**src/rtl/button_conditioner_pkg.sv**
```systemverilog
// button_conditioner_pkg: shared FSM encoding, default tick counts and helpers
package button_conditioner_pkg;
  typedef enum logic [1:0] {IDLE = 2'd0, PRESSED = 2'd1, HELD = 2'd2} state_t;
  localparam int DEF_SYNC_STAGES = 2;
  localparam int DEF_DEBOUNCE_TICKS = 4;
  localparam int DEF_HOLD_TICKS = 500;
  localparam int DEF_REPEAT_TICKS = 100;
  function automatic int max_i(input int a, input int b);
    return a > b ? a : b;
  endfunction
endpackage

```
**src/rtl/bit_synchronizer.sv**
```systemverilog
// bit_synchronizer: multi-flop synchroniser for one asynchronous pin
module bit_synchronizer import button_conditioner_pkg::*; #(
  parameter int STAGES = DEF_SYNC_STAGES
) (
  input  logic clk,
  input  logic rst_n,
  input  logic d,
  output logic q
);
  logic [STAGES-1:0] r;
  // shift the pin through the flop chain every clock
  always_ff @(posedge clk or negedge rst_n) begin
    if (!rst_n) r <= '0;
    else r <= {r[STAGES-2:0], d};
  end
  assign q = r[STAGES-1];
endmodule

```
**src/rtl/button_conditioner.sv**
```systemverilog
// button_conditioner: synchronise, debounce and turn one push-button into press/release/repeat pulses
module button_conditioner import button_conditioner_pkg::*; #(
  parameter bit ACTIVE_LOW = 1'b0,
  parameter int SYNC_STAGES = DEF_SYNC_STAGES,
  parameter int DEBOUNCE_TICKS = DEF_DEBOUNCE_TICKS,
  parameter int HOLD_TICKS = DEF_HOLD_TICKS,
  parameter int REPEAT_TICKS = DEF_REPEAT_TICKS
) (
  input  logic clk,
  input  logic rst_n,
  input  logic tick,
  input  logic pb,
  output logic pb_level,
  output logic pb_press,
  output logic pb_release,
  output logic pb_repeat,
  output logic hold
);
  localparam int DW = $clog2(DEBOUNCE_TICKS + 1);
  localparam int HW = $clog2(max_i(HOLD_TICKS, REPEAT_TICKS) + 1);
  localparam int RL = REPEAT_TICKS == 0 ? 0 : REPEAT_TICKS - 1;
  logic s, lvl_n, rise, fall, press_n, rel_n, rep_n;
  logic [DW-1:0] deb_cnt, deb_n;
  logic [HW-1:0] hold_cnt, hc_n;
  state_t st, st_n;
  bit_synchronizer #(.STAGES(SYNC_STAGES)) u_sync (
    .clk(clk),
    .rst_n(rst_n),
    .d(pb ^ ACTIVE_LOW),
    .q(s)
  );
  // debouncer: count consecutive disagreeing ticks, toggle the level on the last one
  always_comb begin
    lvl_n = tick && s != pb_level && deb_cnt == DW'(DEBOUNCE_TICKS - 1) ? ~pb_level : pb_level;
    deb_n = !tick ? deb_cnt : (s == pb_level || deb_cnt == DW'(DEBOUNCE_TICKS - 1)) ? '0 : deb_cnt + 1'b1;
    rise = lvl_n & ~pb_level;
    fall = pb_level & ~lvl_n;
  end
  // press/hold/repeat FSM; a falling level always takes priority over timer expiry
  always_comb begin
    st_n = st;
    hc_n = hold_cnt;
    press_n = 1'b0;
    rel_n = 1'b0;
    rep_n = 1'b0;
    case (st)
      IDLE: begin
        if (rise) begin
          st_n = PRESSED;
          hc_n = '0;
          press_n = 1'b1;
        end
      end
      PRESSED: begin
        if (fall) begin
          st_n = IDLE;
          hc_n = '0;
          rel_n = 1'b1;
        end else if (tick) begin
          st_n = hold_cnt == HW'(HOLD_TICKS - 1) ? HELD : PRESSED;
          rep_n = hold_cnt == HW'(HOLD_TICKS - 1);
          hc_n = rep_n ? '0 : hold_cnt + 1'b1;
        end
      end
      HELD: begin
        if (fall) begin
          st_n = IDLE;
          hc_n = '0;
          rel_n = 1'b1;
        end else if (tick && REPEAT_TICKS != 0) begin
          rep_n = hold_cnt == HW'(RL);
          hc_n = rep_n ? '0 : hold_cnt + 1'b1;
        end
      end
      default: begin
        st_n = IDLE;
        hc_n = '0;
      end
    endcase
  end
  // register level, counters, state and the one-clk event outputs
  always_ff @(posedge clk or negedge rst_n) begin
    if (!rst_n) begin
      pb_level <= 1'b0;
      deb_cnt <= '0;
      hold_cnt <= '0;
      st <= IDLE;
      pb_press <= 1'b0;
      pb_release <= 1'b0;
      pb_repeat <= 1'b0;
      hold <= 1'b0;
    end else begin
      pb_level <= lvl_n;
      deb_cnt <= deb_n;
      hold_cnt <= hc_n;
      st <= st_n;
      pb_press <= press_n;
      pb_release <= rel_n;
      pb_repeat <= rep_n;
      hold <= st_n == HELD;
    end
  end
endmodule

```
**config.mk**
```make
export PLATFORM = sky130hd
export DESIGN_NAME = button_conditioner
export DESIGN_NICKNAME = d
export VERILOG_FILES = /design/src/rtl/button_conditioner_pkg.sv /design/src/rtl/bit_synchronizer.sv /design/src/rtl/button_conditioner.sv
export SDC_FILE = /design/constraint.sdc
export NUM_CORES = 1
export LEC_CHECK = 0
export CAP_MARGIN = 30
export CORE_UTILIZATION = 40
export CTS_BUF_LIST = sky130_fd_sc_hd__clkbuf_8 sky130_fd_sc_hd__clkbuf_16
export DETAILED_ROUTE_END_ITERATION = 10
export HOLD_SLACK_MARGIN = 0.02
export PLACE_DENSITY = 0.57
export RECOVER_POWER = 50
export SETUP_SLACK_MARGIN = 0.2
export SYNTH_ARGS = -nofsm -noshare
export SYNTH_HDL_FRONTEND = slang
export SYNTH_SLANG_ARGS = --single-unit
```
**constraint.sdc**
```tcl
create_clock -name clk -period 2.4 [get_ports clk]
set_input_delay 0.6 -clock clk [delete_from_list [all_inputs] [get_ports clk]]
set_output_delay 0.6 -clock clk [all_outputs]
set_load 0.01 [all_outputs]
```
* Word level (Yosys, flattened, before mapping)
Cells that the tools add are included.
Word-level totals: flip-flop bits (word level) 21, bits in latches 0, bits in writable memories 0, ROM bits 0, word-level logic and storage cells 57, memories kept 0
Cells by class: add/subtract/negate cells 2, multiply operators 0, divide/modulo/power cells 0, magnitude comparators 0, equality and inequality tests 11, shifts and indexed selects 0, mux-type cells 25, bitwise operators 4, reduce and logical (&&, ||, !) cells 6
Operator list (number):
- 9-bit 2-to-1 mux | 7
- 9-bit case mux with 3 select lines | 1
- 2-bit 2-to-1 mux | 5
- 9-bit by 1-bit adder with 9-bit output, second input constant | 1
- 9-bit by 7-bit equality test with 1-bit output, second input constant | 1
- 9-bit equality test, second input constant | 1
- 1-bit 2-to-1 mux | 9
- 3-bit != test, second input constant | 2
- 2-bit case mux with 3 select lines | 1
- 2-bit equality test, second input constant | 2
- 3-bit by 1-bit adder with 3-bit output, second input constant | 1
- 3-bit by 2-bit equality test with 1-bit output, second input constant | 1
- 3-bit 2-to-1 mux | 1
- 3-bit AND reduction | 1
- 1-bit bitwise AND | 2
- 2-bit by 1-bit equality test with 1-bit output, second input constant | 1
- 1-bit logical AND | 2
- 2-bit logical NOT | 1
- 2-bit != test, second input constant | 1
- 1-bit NOT | 2
- 1-bit case mux with 2 select lines | 1
- 2-bit OR reduction | 1
- 1-bit equality test | 1
- 1-bit logical OR | 1
- 1-bit != test | 1

* Longest topological paths before layout
Gate-level depths: netlist (run 1).
depth after elaboration 9, depth in mapped cells 9, mapped depth without buffers 8

* By module
From an unflattened synthesis (run 1), not the netlist that was laid out.
Unflattened totals: cell total of the unflattened synthesis 126, area, all modules 1234.9 um2
By module, submodules not included:
- button_conditioner | instances 1, cells each 124, area an instance 1184.9 um2, seq. area each 475.5 um2
- bit_synchronizer | instances 1, cells each 2, area an instance 50.0 um2, seq. area each 50.0 um2

* Worst setup path after synthesis (run 1)
No wires, ideal clock.
kind input port to flip-flop, start point input tick, end point register hold_cnt[8], setup time 0.104 ns, arrival time 2.076 ns, slack 0.220 ns, stages on the path 7, buffers on the path 1, cells stage by stage clkbuf_1 -> and3_1 -> ha_1 -> nand3b_1 -> a41oi_4 -> o21ai_4 -> o311ai_1
On the way: cells in the longest elaborated chain, start to end 7, elaborated cells between the ends (all ways) 13, classes of those cells eq/ne: 3; mux: 4; bitwise: 3; reduce/logical: 3
Ends and longest elaborated chain:
- from (decl) | line button_conditioner.sv:11 | input logic tick,
- 1-bit logical AND (2 in series) | line button_conditioner.sv:34 | lvl_n = tick && s != pb_level && deb_cnt == DW'(DEBOUNCE_TICKS - 1) ? ~pb_level : pb_level;
- 1-bit 2-to-1 mux | line button_conditioner.sv:34
- 1-bit NOT | line button_conditioner.sv:37 | fall = pb_level & ~lvl_n;
- 1-bit bitwise AND | line button_conditioner.sv:37
- 3-bit != test (no line), or another cell as far along
- 3-bit AND reduction (no line) or 9-bit case mux with 3 select lines (tied branches)
- to (signal assigned) | line button_conditioner.sv:95 | hold_cnt <= hc_n;
- to (decl) | line button_conditioner.sv:24 | logic [HW-1:0] hold_cnt, hc_n;
Parallel ways exist; a longest one is shown, timed or not. A chain may end at the register's enable or synchronous reset.

* Worst setup path in the final report (run 1)
start point register pb_level, end point register hold_cnt[8]
On the way: cells in the longest elaborated chain, start to end 8, elaborated cells between the ends (all ways) 15, classes of those cells eq/ne: 4; mux: 4; bitwise: 4; reduce/logical: 3
Ends and longest elaborated chain:
- from (decl) | line button_conditioner.sv:13 | output logic pb_level,
- from (signal assigned) | line button_conditioner.sv:93 | pb_level <= lvl_n;
- 1-bit != test | line button_conditioner.sv:34
- 1-bit logical AND (2 in series) | line button_conditioner.sv:34
- 1-bit 2-to-1 mux | line button_conditioner.sv:34
- 1-bit NOT | line button_conditioner.sv:37
- 1-bit bitwise AND | line button_conditioner.sv:37
- 3-bit != test (no line), or another cell as far along
- 3-bit AND reduction (no line) or 9-bit case mux with 3 select lines (tied branches)
Parallel ways exist; a longest one is shown, timed or not.

==> results of run 1 <==
worst reg2reg max path: stages (launching register included):
cell	delay, ns
dfrtp_1	0.47
xor2_1	0.24
and3_4	0.23
ha_4	0.17
nand3b_1	0.19
a41oi_4	0.32
o21ai_4	0.14
o311ai_1	0.26
how the worst max path moves through the flow:
stage	start	end	slack, ns	cells after the start
6_report	pb_level	hold_cnt[8]	0.29	7
3_3_place_gp	tick	hold_cnt[8]	-0.03	7
4_1_cts	deb_cnt[0]	hold_cnt[6]	0.22	8
5_1_grt	pb_level	hold_cnt[7]	0.20	8
2_1_floorplan	tick	hold_cnt[8]	0.22	7
3_5_place_dp	tick	hold_cnt[6]	-0.13	7
cell type report:
cell class                      instances  share of cell area
Inverter                                9              0.0216
Sequential cell                        21               0.337
Clock buffer                            3              0.0264
Clock inverter                          1             0.00321
Multi-Input combinational cell         91               0.474
Tap cell                               31              0.0248
Timing Repair Buffer                   20               0.113
per-layer routing:
layer / global-route usage / vias up / wire, um
met1: 0.262 / 462 / 1300
met5: 0 / - / 0
met2: 0.259 / 15 / 1200
li1: - / 491 / -
met4: 0.0340 / 0 / 7
met3: 0.0446 / 2 / 84
sequential cells by signal, summed over array words and instances (netlist names):
name,count
deb_cnt,3
hold,1
hold_cnt,9
pb_level,1
pb_press,1
pb_release,1
pb_repeat,1
st,2
u_sync.r,2
metrics by stage:
step           area [sq um]   util  hold WS [ns]
2_1_floorplan          1240      -         0.304
3_5_place_dp           1410  0.496         0.340
5_1_grt                1560  0.547         0.384
3_3_place_gp           1410  0.496         0.335
4_1_cts                1490  0.523         0.359
6_report               1560  0.547         0.354
cell usage in the layout (no fill, tap or decap), drive strengths merged, types with 4 or more instances in the layout:
master / count
dfrtp: 21
nand2: 15
buf: 11
inv: 9
ha: 9
o211ai: 8
nor2: 8
clkdlybuf4s50: 5
o311ai: 5
o21ai: 5
nor2b: 4
clkbuf: 4
power groups by stage:
stage               sequential, mW  combinational, mW  clock (mW)
floorplan                    0.479              0.328           0
global placement             0.494              0.471           0
detailed placement           0.496              0.475           0
CTS                          0.490              0.493       0.244
global route                 0.506              0.596       0.258
finish                       0.495              0.531       0.232
cells in the mapped netlist, types with 2 or more instances:
master	count	area, sq um
o311ai_1	5	43.8
and4_1	2	17.5
nand4_1	3	18.8
buf_2	2	10.0
o211ai_1	8	60.1
nand2b_1	3	18.8
nand3_1	3	15.0
or2_2	2	12.5
nand2_1	15	56.3
o22ai_1	2	12.5
a21oi_1	2	10.0
ha_1	9	113
and2_1	2	12.5
inv_1	9	33.8
nor2_1	7	26.3
nor2b_1	4	25.0
and3_1	3	18.8
dfrtp_1	21	526
o21ai_0	3	15.0
nand3b_1	2	15.0
repair_timing:
action | CTS | global route
endpoints found under the setup margin | 4 | 10
pin swaps | 2 | 5
resized for setup | 3 | 13
cloned | 0 | 0
buffers inserted | 2 | 1
cells by family after synthesis:
family | after synthesis | share of synthesized area
AND/OR/NAND/NOR | 50 | 0.223
AO/OA/AOI/OAI | 31 | 0.216
flip-flops | 21 | 0.422
buffers and inverters | 13 | 0.0412
adder cells (fa/ha/maj) | 9 | 0.0905
XOR/XNOR | 1 | 0.00704
==> reports/metrics.yaml, run 1 <==
clock_network:
  worstSkewPairLatency_ns: 0.26
  cts_buffers: 3
  cts_buffer_depth: 2
  cts_root_buffer: "clkbuf_8"
  clock_sinks: 21
  clkSlewWorstSetupHoldPaths_ns: 0.08
  tritoncts: "yes"
  htreeDepth: 1
  ctsHoldBuffers: 0
route:
  wirelength_um: 2590
  drc: 0
  wire_per_inst_um: 14.7
  drt.antenna.violating_nets: 0
  drt_iter0_drc: 23
  drt_pre_antenna_iters: 4
  via_per_inst: 5.51
  vias: 970
die:
  coreArea_sq_um: 2850
  dieArea_sq_um: 3340
  die_w_um: 57.8
  io_pins: 9
  die_h_um: 57.8
  initial_utilization: 0.436
  num_rows: 19
setup_path:
  crit_chain: "xor2_1, and3_4, ha_4, nand3b_1, a41oi_4, o21ai_4, o311ai_1"
  cp_num_buf_inv: 0
  reg2regPathDepth: 7
  slowest_stage: "dfrtp_1"
  r2r_start: "pb_level"
  crit_path_end_kind: "flop"
  start_kind: "flop"
  r2r_setup_slack_ns: 0.29
  crit_type: "flop to flop"
  cpLargestDelayFamily: "compound AO/OA/AOI/OAI gates"
  timing.rr.end: "hold_cnt[8]"
  crit_fanout: 6
  worstPathRequired_ns: 2.56
  cp.arrival_ns: 2.27
  max_stage_delay_ns: 0.47
timing:
  maxSlewHeadroom: 0.240
  rsz0062_at_grt: "no"
  post-route-period-util: 0.881
  setup_viol: 0
  min_period_ns: 2.11
  worst_pin_slew_ns: 1.14
  finClkSkew_ns: 0.00119
  fmax_mhz: 473
  setup_tns_ns: 0
  fin_ws_ns: 0.286
  hold_viol: 0
  drv_slew: 0
global_route:
  grtUsageTotal: 0.175
  antenna_found_initial: 0
  grt_pass1_vias: 940
  grt_max_degree: 22
  grt_pass1_wl_um: 4510
  grt_overflow: 0
run_status:
  status: "finished, final reports clean"
logic_synthesis:
  ys_warn_count: 0
  synth-seq-area-share: 0.422
  ys_types: 38
  synth_cells: 125
  syn_nets: 138
  synth_flop_cell: "dfrtp_1"
  synth_edf_count: 0
  syn_area_per_cell_sq_um: 9.96
  async_flop_share: 1.00
  syn_area_sq_um: 1240
  ys_seq_elements: 21
power:
  p_leak_nw: 0.660
  swShare: 0.390
  ir_worst_vdd_mv: 0.602
  p_clk_frac: 0.184
  power_frac_seq: 0.394
  power_mw: 1.26
  p_comb_frac: 0.422
  pwr_density_cell_nw_per_um2: 806
  p_switching_mw: 0.491
  p_int_mw: 0.767
placed_design:
  hpwl_um: 1860
  portBuffers: 8
  dp_slack_ns: -0.127
  numPlacedInstances: 169
  gp_congestion: 0.810
finish:
  drive_gt1_frac: 0.234
  fill_cells: 251
  syn_to_final_growth_pct: 25.4
  antenna_cells: 0
  multiInputGateArea_sq_um: 741
  nets: 159
  layout.area.seq_sq_um: 526
  instances_no_fill: 176
min_path:
  holdCritStartpoint: "u_sync.r[0]"
  whs_path_depth: 0
  holdPathEnd: "u_sync.r[1]"
  hp-class: "flop to flop"
flow_run:
  drv_cap: 0
(Power assumes the default switching activity.)
==> run 2: changes to the inputs <==
--- a/config.mk
+++ b/config.mk
@@ -5,6 +5,7 @@
 export SDC_FILE = /design/constraint.sdc
 export NUM_CORES = 1
 export LEC_CHECK = 0
+export ABC_AREA = 1
 export CAP_MARGIN = 30
 export CORE_UTILIZATION = 40
 export CTS_BUF_LIST = sky130_fd_sc_hd__clkbuf_8 sky130_fd_sc_hd__clkbuf_16
==> reports/metrics.yaml, run 2 <==
timing:
  fmax_mhz: 501  # +6.0%
  drv_slew: 0  # unchanged
  min_period_ns: 1.99  # -0.119 ns
  maxSlewHeadroom: 0.249  # +0.00866
  worst_pin_slew_ns: 1.13  # -0.0130 ns
  setup_viol: 0  # unchanged
  post-route-period-util: 0.831  # -0.0496
  hold_viol: 0  # unchanged
  setup_tns_ns: 0  # unchanged
  finClkSkew_ns: 0.00699  # +0.00580 ns
  rsz0062_at_grt: "no"
min_path:
  holdCritStartpoint: "u_sync.r[0]"
  hp-class: "flop to flop"
  holdPathEnd: "u_sync.r[1]"
  whs_path_depth: 0  # unchanged
route:
  drt.antenna.violating_nets: 0  # unchanged
  drt_pre_antenna_iters: 2  # -2
  wirelength_um: 1970  # -24%
  wire_per_inst_um: 11.1  # -24%
  drt_iter0_drc: 5  # -78%
  drc: 0  # unchanged
  vias: 830  # -14%
  via_per_inst: 4.69  # -15%
power:
  p_comb_frac: 0.358  # -0.064
  p_switching_mw: 0.394  # -20%
  swShare: 0.370  # -0.0203
  p_int_mw: 0.672  # -12%
  power_frac_seq: 0.435  # +0.041
  pwr_density_cell_nw_per_um2: 814  # +0.97%
  ir_worst_vdd_mv: 0.447  # -26%
  p_leak_nw: 0.648  # -1.8%
  p_clk_frac: 0.207  # +0.023
setup_path:
  cp.arrival_ns: 2.14  # -0.13 ns
  crit_fanout: 4  # -2
  r2r_start: "deb_cnt[0]"
  reg2regPathDepth: 12  # +5
  worstPathRequired_ns: 2.54  # -0.02 ns
  crit_type: "input pin to flop"
  start_kind: "input pin"
  crit_path_end_kind: "flop"
  timing.rr.end: "hold_cnt[2]"
  r2r_setup_slack_ns: 0.51  # +0.22 ns
finish:
  syn_to_final_growth_pct: 14.7
  nets: 160  # +0.63%
  mostFrequentLayoutCells: "nand2_1 (27), dfrtp_1 (21), inv_1 (20)"
  antenna_cells: 0  # unchanged
  largest_reg_flops: 9  # unchanged
  instances_no_fill: 177  # +0.57%
  layout_commonest_cell: "nand2_1"
  largest-register: "hold_cnt"
  drive_gt1_frac: 0.0959  # -0.139
  top_regs: "hold_cnt x9, deb_cnt x3"
clock_network:
  ctsHoldBuffers: 0  # unchanged
  tritoncts: "yes"
  cts_root_buffer: "clkbuf_8"
  cts_buffers: 3  # unchanged
  cts_resized: 0  # -3
  worstSkewPairLatency_ns: 0.26  # about the same
  htreeDepth: 1  # unchanged
  cts_buffer_depth: 2  # unchanged
  cts_setup_buffers: 0  # -2
  clock_sinks: 21  # unchanged
  clkSlewWorstSetupHoldPaths_ns: 0.07  # about the same
logic_synthesis:
  yosysMostFrequentCell: "nand2_1"
  synth_flop_cell: "dfrtp_1"
  syn_area_sq_um: 1140  # -8.2%
  syn_area_per_cell_sq_um: 8.59  # -14%
  netlist_top_cells_count: "nand2_1 (27), dfrtp_1 (21), inv_1 (19), nor2_1 (17), ha_1 (9)"
  async_flop_share: 1.00  # unchanged
  synth_edf_count: 0  # unchanged
  ys_warn_count: 0  # unchanged
  yosys.area.top_type_share: 0.460  # +0.0379
  syn_nets: 146  # +5.8%
  synth_cells: 133  # +6.4%
  synth_area_leaders: "dfrtp_1 (46%), ha_1 (9.9%), nand2_1 (8.9%)"
  synth-seq-area-share: 0.460  # +0.0379
  ys_seq_elements: 21  # unchanged
  ys_types: 21  # -45%
  synth_area_leader_cell: "dfrtp_1"
placed_design:
  numPlacedInstances: 173  # +2.4%
  hpwl_um: 1530  # -17%
  portBuffers: 8  # unchanged
  gp_congestion: 0.817  # +0.88%
global_route:
  grtUsageTotal: 0.148  # -0.0274
  grt_pass1_wl_um: 3610  # -20%
  grt_pass1_vias: 843  # -10%
  antenna_found_initial: 0  # unchanged
  grt_max_degree: 22  # unchanged
  grt_overflow: 0  # unchanged
die:
  die_w_um: 55.4  # -4.1%
  num_rows: 19  # unchanged
  dieArea_sq_um: 3070  # -8.0%
  initial_utilization: 0.418  # -0.0186
  coreArea_sq_um: 2730  # -4.2%
  io_pins: 9  # unchanged
  die_h_um: 55.4  # -4.1%
run_status:
  status: "finished, final reports clean"
flow_run:
  drv_cap: 0  # unchanged
## run 2: layer usage
metal | part of all wire | GRT usage | up-vias
met4 | 0.027 | 0.0571 | 0
met2 | 0.48 | 0.246 | 10
met1 | 0.47 | 0.186 | 377
met5 | 0 | 0 | -
met3 | 0.024 | 0.0351 | 6
li1 | - | - | 437
## run 2: final cells by class
| class | instances | area, sq um |
|---|---|---|
| Clock buffer | 3 | 41.3 |
| Clock inverter | 1 | 3.75 |
| Fill cell | 266 | 1420 |
| Inverter | 19 | 71.3 |
| Multi-Input combinational cell | 92 | 538 |
| Sequential cell | 21 | 526 |
| Tap cell | 31 | 38.8 |
| Timing Repair Buffer | 10 | 91.3 |
## run 2: worst max-delay path, stage by stage
cell	delay, ns
clkdlybuf4s50_1	0.47
nand2_1	0.06
nor2_1	0.16
ha_1	0.23
inv_1	0.07
nand2_1	0.08
inv_1	0.06
nand2_1	0.08
nand2_2	0.10
a21oi_4	0.17
nor2_1	0.06
## run 2: metrics by stage
step	power, mW	hold WS (ns)	utilization	cell area [sq um]	setup WS [ns]
global route	1.16	0.373	0.479	1310	0.205
detailed placement	0.855	0.346	0.464	1270	0.0898
CTS	1.08	0.362	0.481	1310	0.357
floorplan	0.748	0.304	-	1140	0.640
finish	1.07	0.358	0.479	1310	0.406
global placement	0.845	0.337	0.464	1270	0.157
## run 2: how the worst max path moves through the flow
stage / depth (start not counted) / from / end / slack [ns]
after floorplan: 11 / tick / hold_cnt[2] / 0.64
after global placement: 11 / tick / hold_cnt[5] / 0.16
after global routing: 10 / tick / hold_cnt[8] / 0.21
final: 11 / tick / hold_cnt[5] / 0.41
after detailed placement: 10 / tick / hold_cnt[8] / 0.09
after CTS: 10 / tick / hold_cnt[8] / 0.36
## run 2: logic make-up after synthesis
family,synth area share
flip-flops,0.460
adder cells (fa/ha/maj),0.0986
XOR/XNOR,0.0537
AO/OA/AOI/OAI,0.0756
buffers and inverters,0.0690
AND/OR/NAND/NOR,0.243
## run 2: power by group through the flow
stage / Clock (mW) / Sequential, mW / Combinational [mW]
final: 0.220 / 0.464 / 0.381
after global routing: 0.243 / 0.474 / 0.441
after CTS: 0.231 / 0.464 / 0.388
after detailed placement: 0 / 0.471 / 0.384
after global placement: 0 / 0.468 / 0.378
after floorplan: 0 / 0.462 / 0.286
==> run 3: changes to the inputs <==
==> constraint.sdc (replaced) <==
create_clock -name clk -period 1.9 [get_ports clk]
set_input_delay 0.475 -clock clk [delete_from_list [all_inputs] [get_ports clk]]
set_output_delay 0.475 -clock clk [all_outputs]
set_load 0.01 [all_outputs]
==> reports/metrics.yaml, run 3 (synthesis gave the netlist of run 2 again) <==
run_status:
  status: "finished, final reports clean"
timing:
  hold_viol: 0  # unchanged
  min_period_ns: 1.81
  worst_pin_slew_ns: 1.12  # -0.00439 ns
  finClkSkew_ns: 0.00654  # -0.000458 ns
  whs_ns: 0.346  # -0.0124 ns
  setup_tns_ns: 0  # unchanged
  post-route-period-util: 0.952
  fmax_mhz: 553
  rsz0062_at_grt: "yes"
  drv_slew: 0  # unchanged
  maxSlewHeadroom: 0.252  # +0.00292
  setup_viol: 0  # unchanged
global_route:
  grt_max_degree: 22  # unchanged
  grtUsageTotal: 0.160  # +0.0116
  grt_pass1_wl_um: 3880  # +7.5%
  antenna_found_initial: 0  # unchanged
  grt_overflow: 0  # unchanged
  grt_pass1_vias: 925  # +9.7%
flow_run:
  drv_cap: 0  # unchanged
clock_network:
  tritoncts: "yes"
  clkSlewWorstSetupHoldPaths_ns: 0.08  # about the same
  cts_root_buffer: "clkbuf_8"
  htreeDepth: 1  # unchanged
  cts_buffers: 3  # unchanged
  worstSkewPairLatency_ns: 0.26  # about the same
  clock_sinks: 21  # unchanged
  cts_buffer_depth: 2  # unchanged
power:
  p_comb_frac: 0.469  # +0.111
  ir_worst_vdd_mv: 0.779  # +75%
  p_int_mw: 1.04  # +55%
  power_frac_seq: 0.356  # -0.079
  power_mw: 1.68  # +57%
  p_clk_frac: 0.175  # -0.032
  p_switching_mw: 0.635  # +61%
  pwr_density_cell_nw_per_um2: 1100  # +35%
  p_leak_nw: 0.722  # +11%
  swShare: 0.379  # +0.00921
min_path:
  whs_path_depth: 0  # unchanged
  hp-class: "flop to flop"
  holdPathEnd: "u_sync.r[1]"
  holdCritStartpoint: "u_sync.r[0]"
setup_path:
  cp.arrival_ns: 1.96  # -0.18 ns
  crit_path_end_kind: "flop"
  crit_type: "flop to flop"
  r2r_setup_slack_ns: 0.09  # -0.42 ns
  reg2regPathDepth: 11  # -1
  r2r_start: "deb_cnt[0]"
  start_kind: "flop"
  timing.rr.end: "hold_cnt[2]"
  cp-startpoint: "deb_cnt[0]"
  crit_fanout: 8  # +4
  worstPathRequired_ns: 2.05  # -0.49 ns
route:
  wl_met2_um: 1170  # +24%
  drt_pre_antenna_iters: 4  # +2
  vias: 915  # +10%
  wirelength_met1_um: 999  # +8.6%
  highest_layer: "met4"
  via_per_inst: 4.89  # +4.3%
  drt.antenna.violating_nets: 0  # unchanged
  met3_length_um: 57  # +19%
  wirelength_um: 2250  # +14%
  drt_iter0_drc: 9  # +4
  wire_per_inst_um: 12.0  # +8.1%
  drc: 0  # unchanged
die:
  io_pins: 9  # unchanged
  dieArea_sq_um: 3070  # unchanged
  initial_utilization: 0.418  # unchanged
  num_rows: 19  # unchanged
  die_h_um: 55.4  # unchanged
  die_w_um: 55.4  # unchanged
  coreArea_sq_um: 2730  # unchanged
finish:
  finish.utilization: 0.557  # +0.0773
  fill_cells: 231  # -13%
  multiInputGateArea_sq_um: 664  # +23%
  layout_commonest_cell: "dfrtp_1"
  layout.area.seq_sq_um: 526  # unchanged
  drive_gt1_frac: 0.346  # +0.250
  syn_to_final_growth_pct: 33.2
  mostFrequentLayoutCells: "dfrtp_1 (21), inv_1 (15), nand2_1 (15)"
  top_regs: "hold_cnt x9, deb_cnt x3"
  largest_reg_flops: 9  # unchanged
  antenna_cells: 0  # unchanged
  nets: 170  # +6.3%
  instances_no_fill: 187  # +5.6%
  largest-register: "hold_cnt"
placed_design:
  portBuffers: 8  # unchanged
  numPlacedInstances: 178  # +2.9%
  gp_congestion: 0.844  # +3.3%
  hpwl_um: 1570  # +2.7%
==> run 3: how the worst max path moves through the flow <==
stage	endpoint	slack, ns	cells past startpoint
after floorplan	hold_cnt[2]	0.22	12
after CTS	hold_cnt[4]	0.12	11
after detailed placement	hold_cnt[8]	-0.22	10
final	hold_cnt[2]	0.09	11
after global routing	hold_cnt[0]	-0.01	12
after global placement	hold_cnt[2]	-0.21	11
==> run 3: repair_timing <==
action / 4_1_cts / 5_1_grt
endpoints found under the setup margin: 13 / 13
hold buffers: 0 / 0
gates resized for setup: 26 / 17
pin swaps: 14 / 7
setup buffers: 4 / 1
==> run 3: power groups by stage <==
stage / sequential [mW] / combinational, mW / clock, mW
after floorplan: 0.584 / 0.364 / 0
after global placement: 0.591 / 0.553 / 0
after detailed placement: 0.593 / 0.562 / 0
after CTS: 0.584 / 0.694 / 0.309
after global routing: 0.604 / 0.869 / 0.329
final: 0.596 / 0.786 / 0.293
==> run 3: metrics by stage <==
step / setup slack, ns / instance area (sq um)
floorplan: 0.216 / 1150
global placement: -0.206 / 1310
detailed placement: -0.223 / 1310
CTS: 0.115 / 1440
global route: -0.0132 / 1520
finish: 0.0915 / 1520
==> run 3: area by class of cell <==
cell class,count,area share
multi-input cells,92,0.437
repair buffers,20,0.115
clock inverters,1,0.00329
flip-flops and latches,21,0.345
inverters,19,0.0469
well taps,31,0.0255
clock buffers,3,0.0271
==> run 3: routing by layer <==
| layer | vias to the layer above | track usage |
|---|---|---|
| met4 | 0 | 0.0536 |
| met5 | - | 0 |
| met1 | 438 | 0.188 |
| li1 | 462 | - |
| met2 | 13 | 0.279 |
| met3 | 2 | 0.0445 |
==> run 3: critical path, cell delays in order, from the launching register on <==
cell     delay, ns
dfrtp_1       0.36
ha_2          0.20
ha_4          0.14
nand2_4       0.05
nor2_4        0.16
ha_4          0.18
nor2_4        0.04
o21ai_2       0.07
nand2_4       0.11
buf_4         0.16
a21oi_4       0.16
nor2_1        0.06
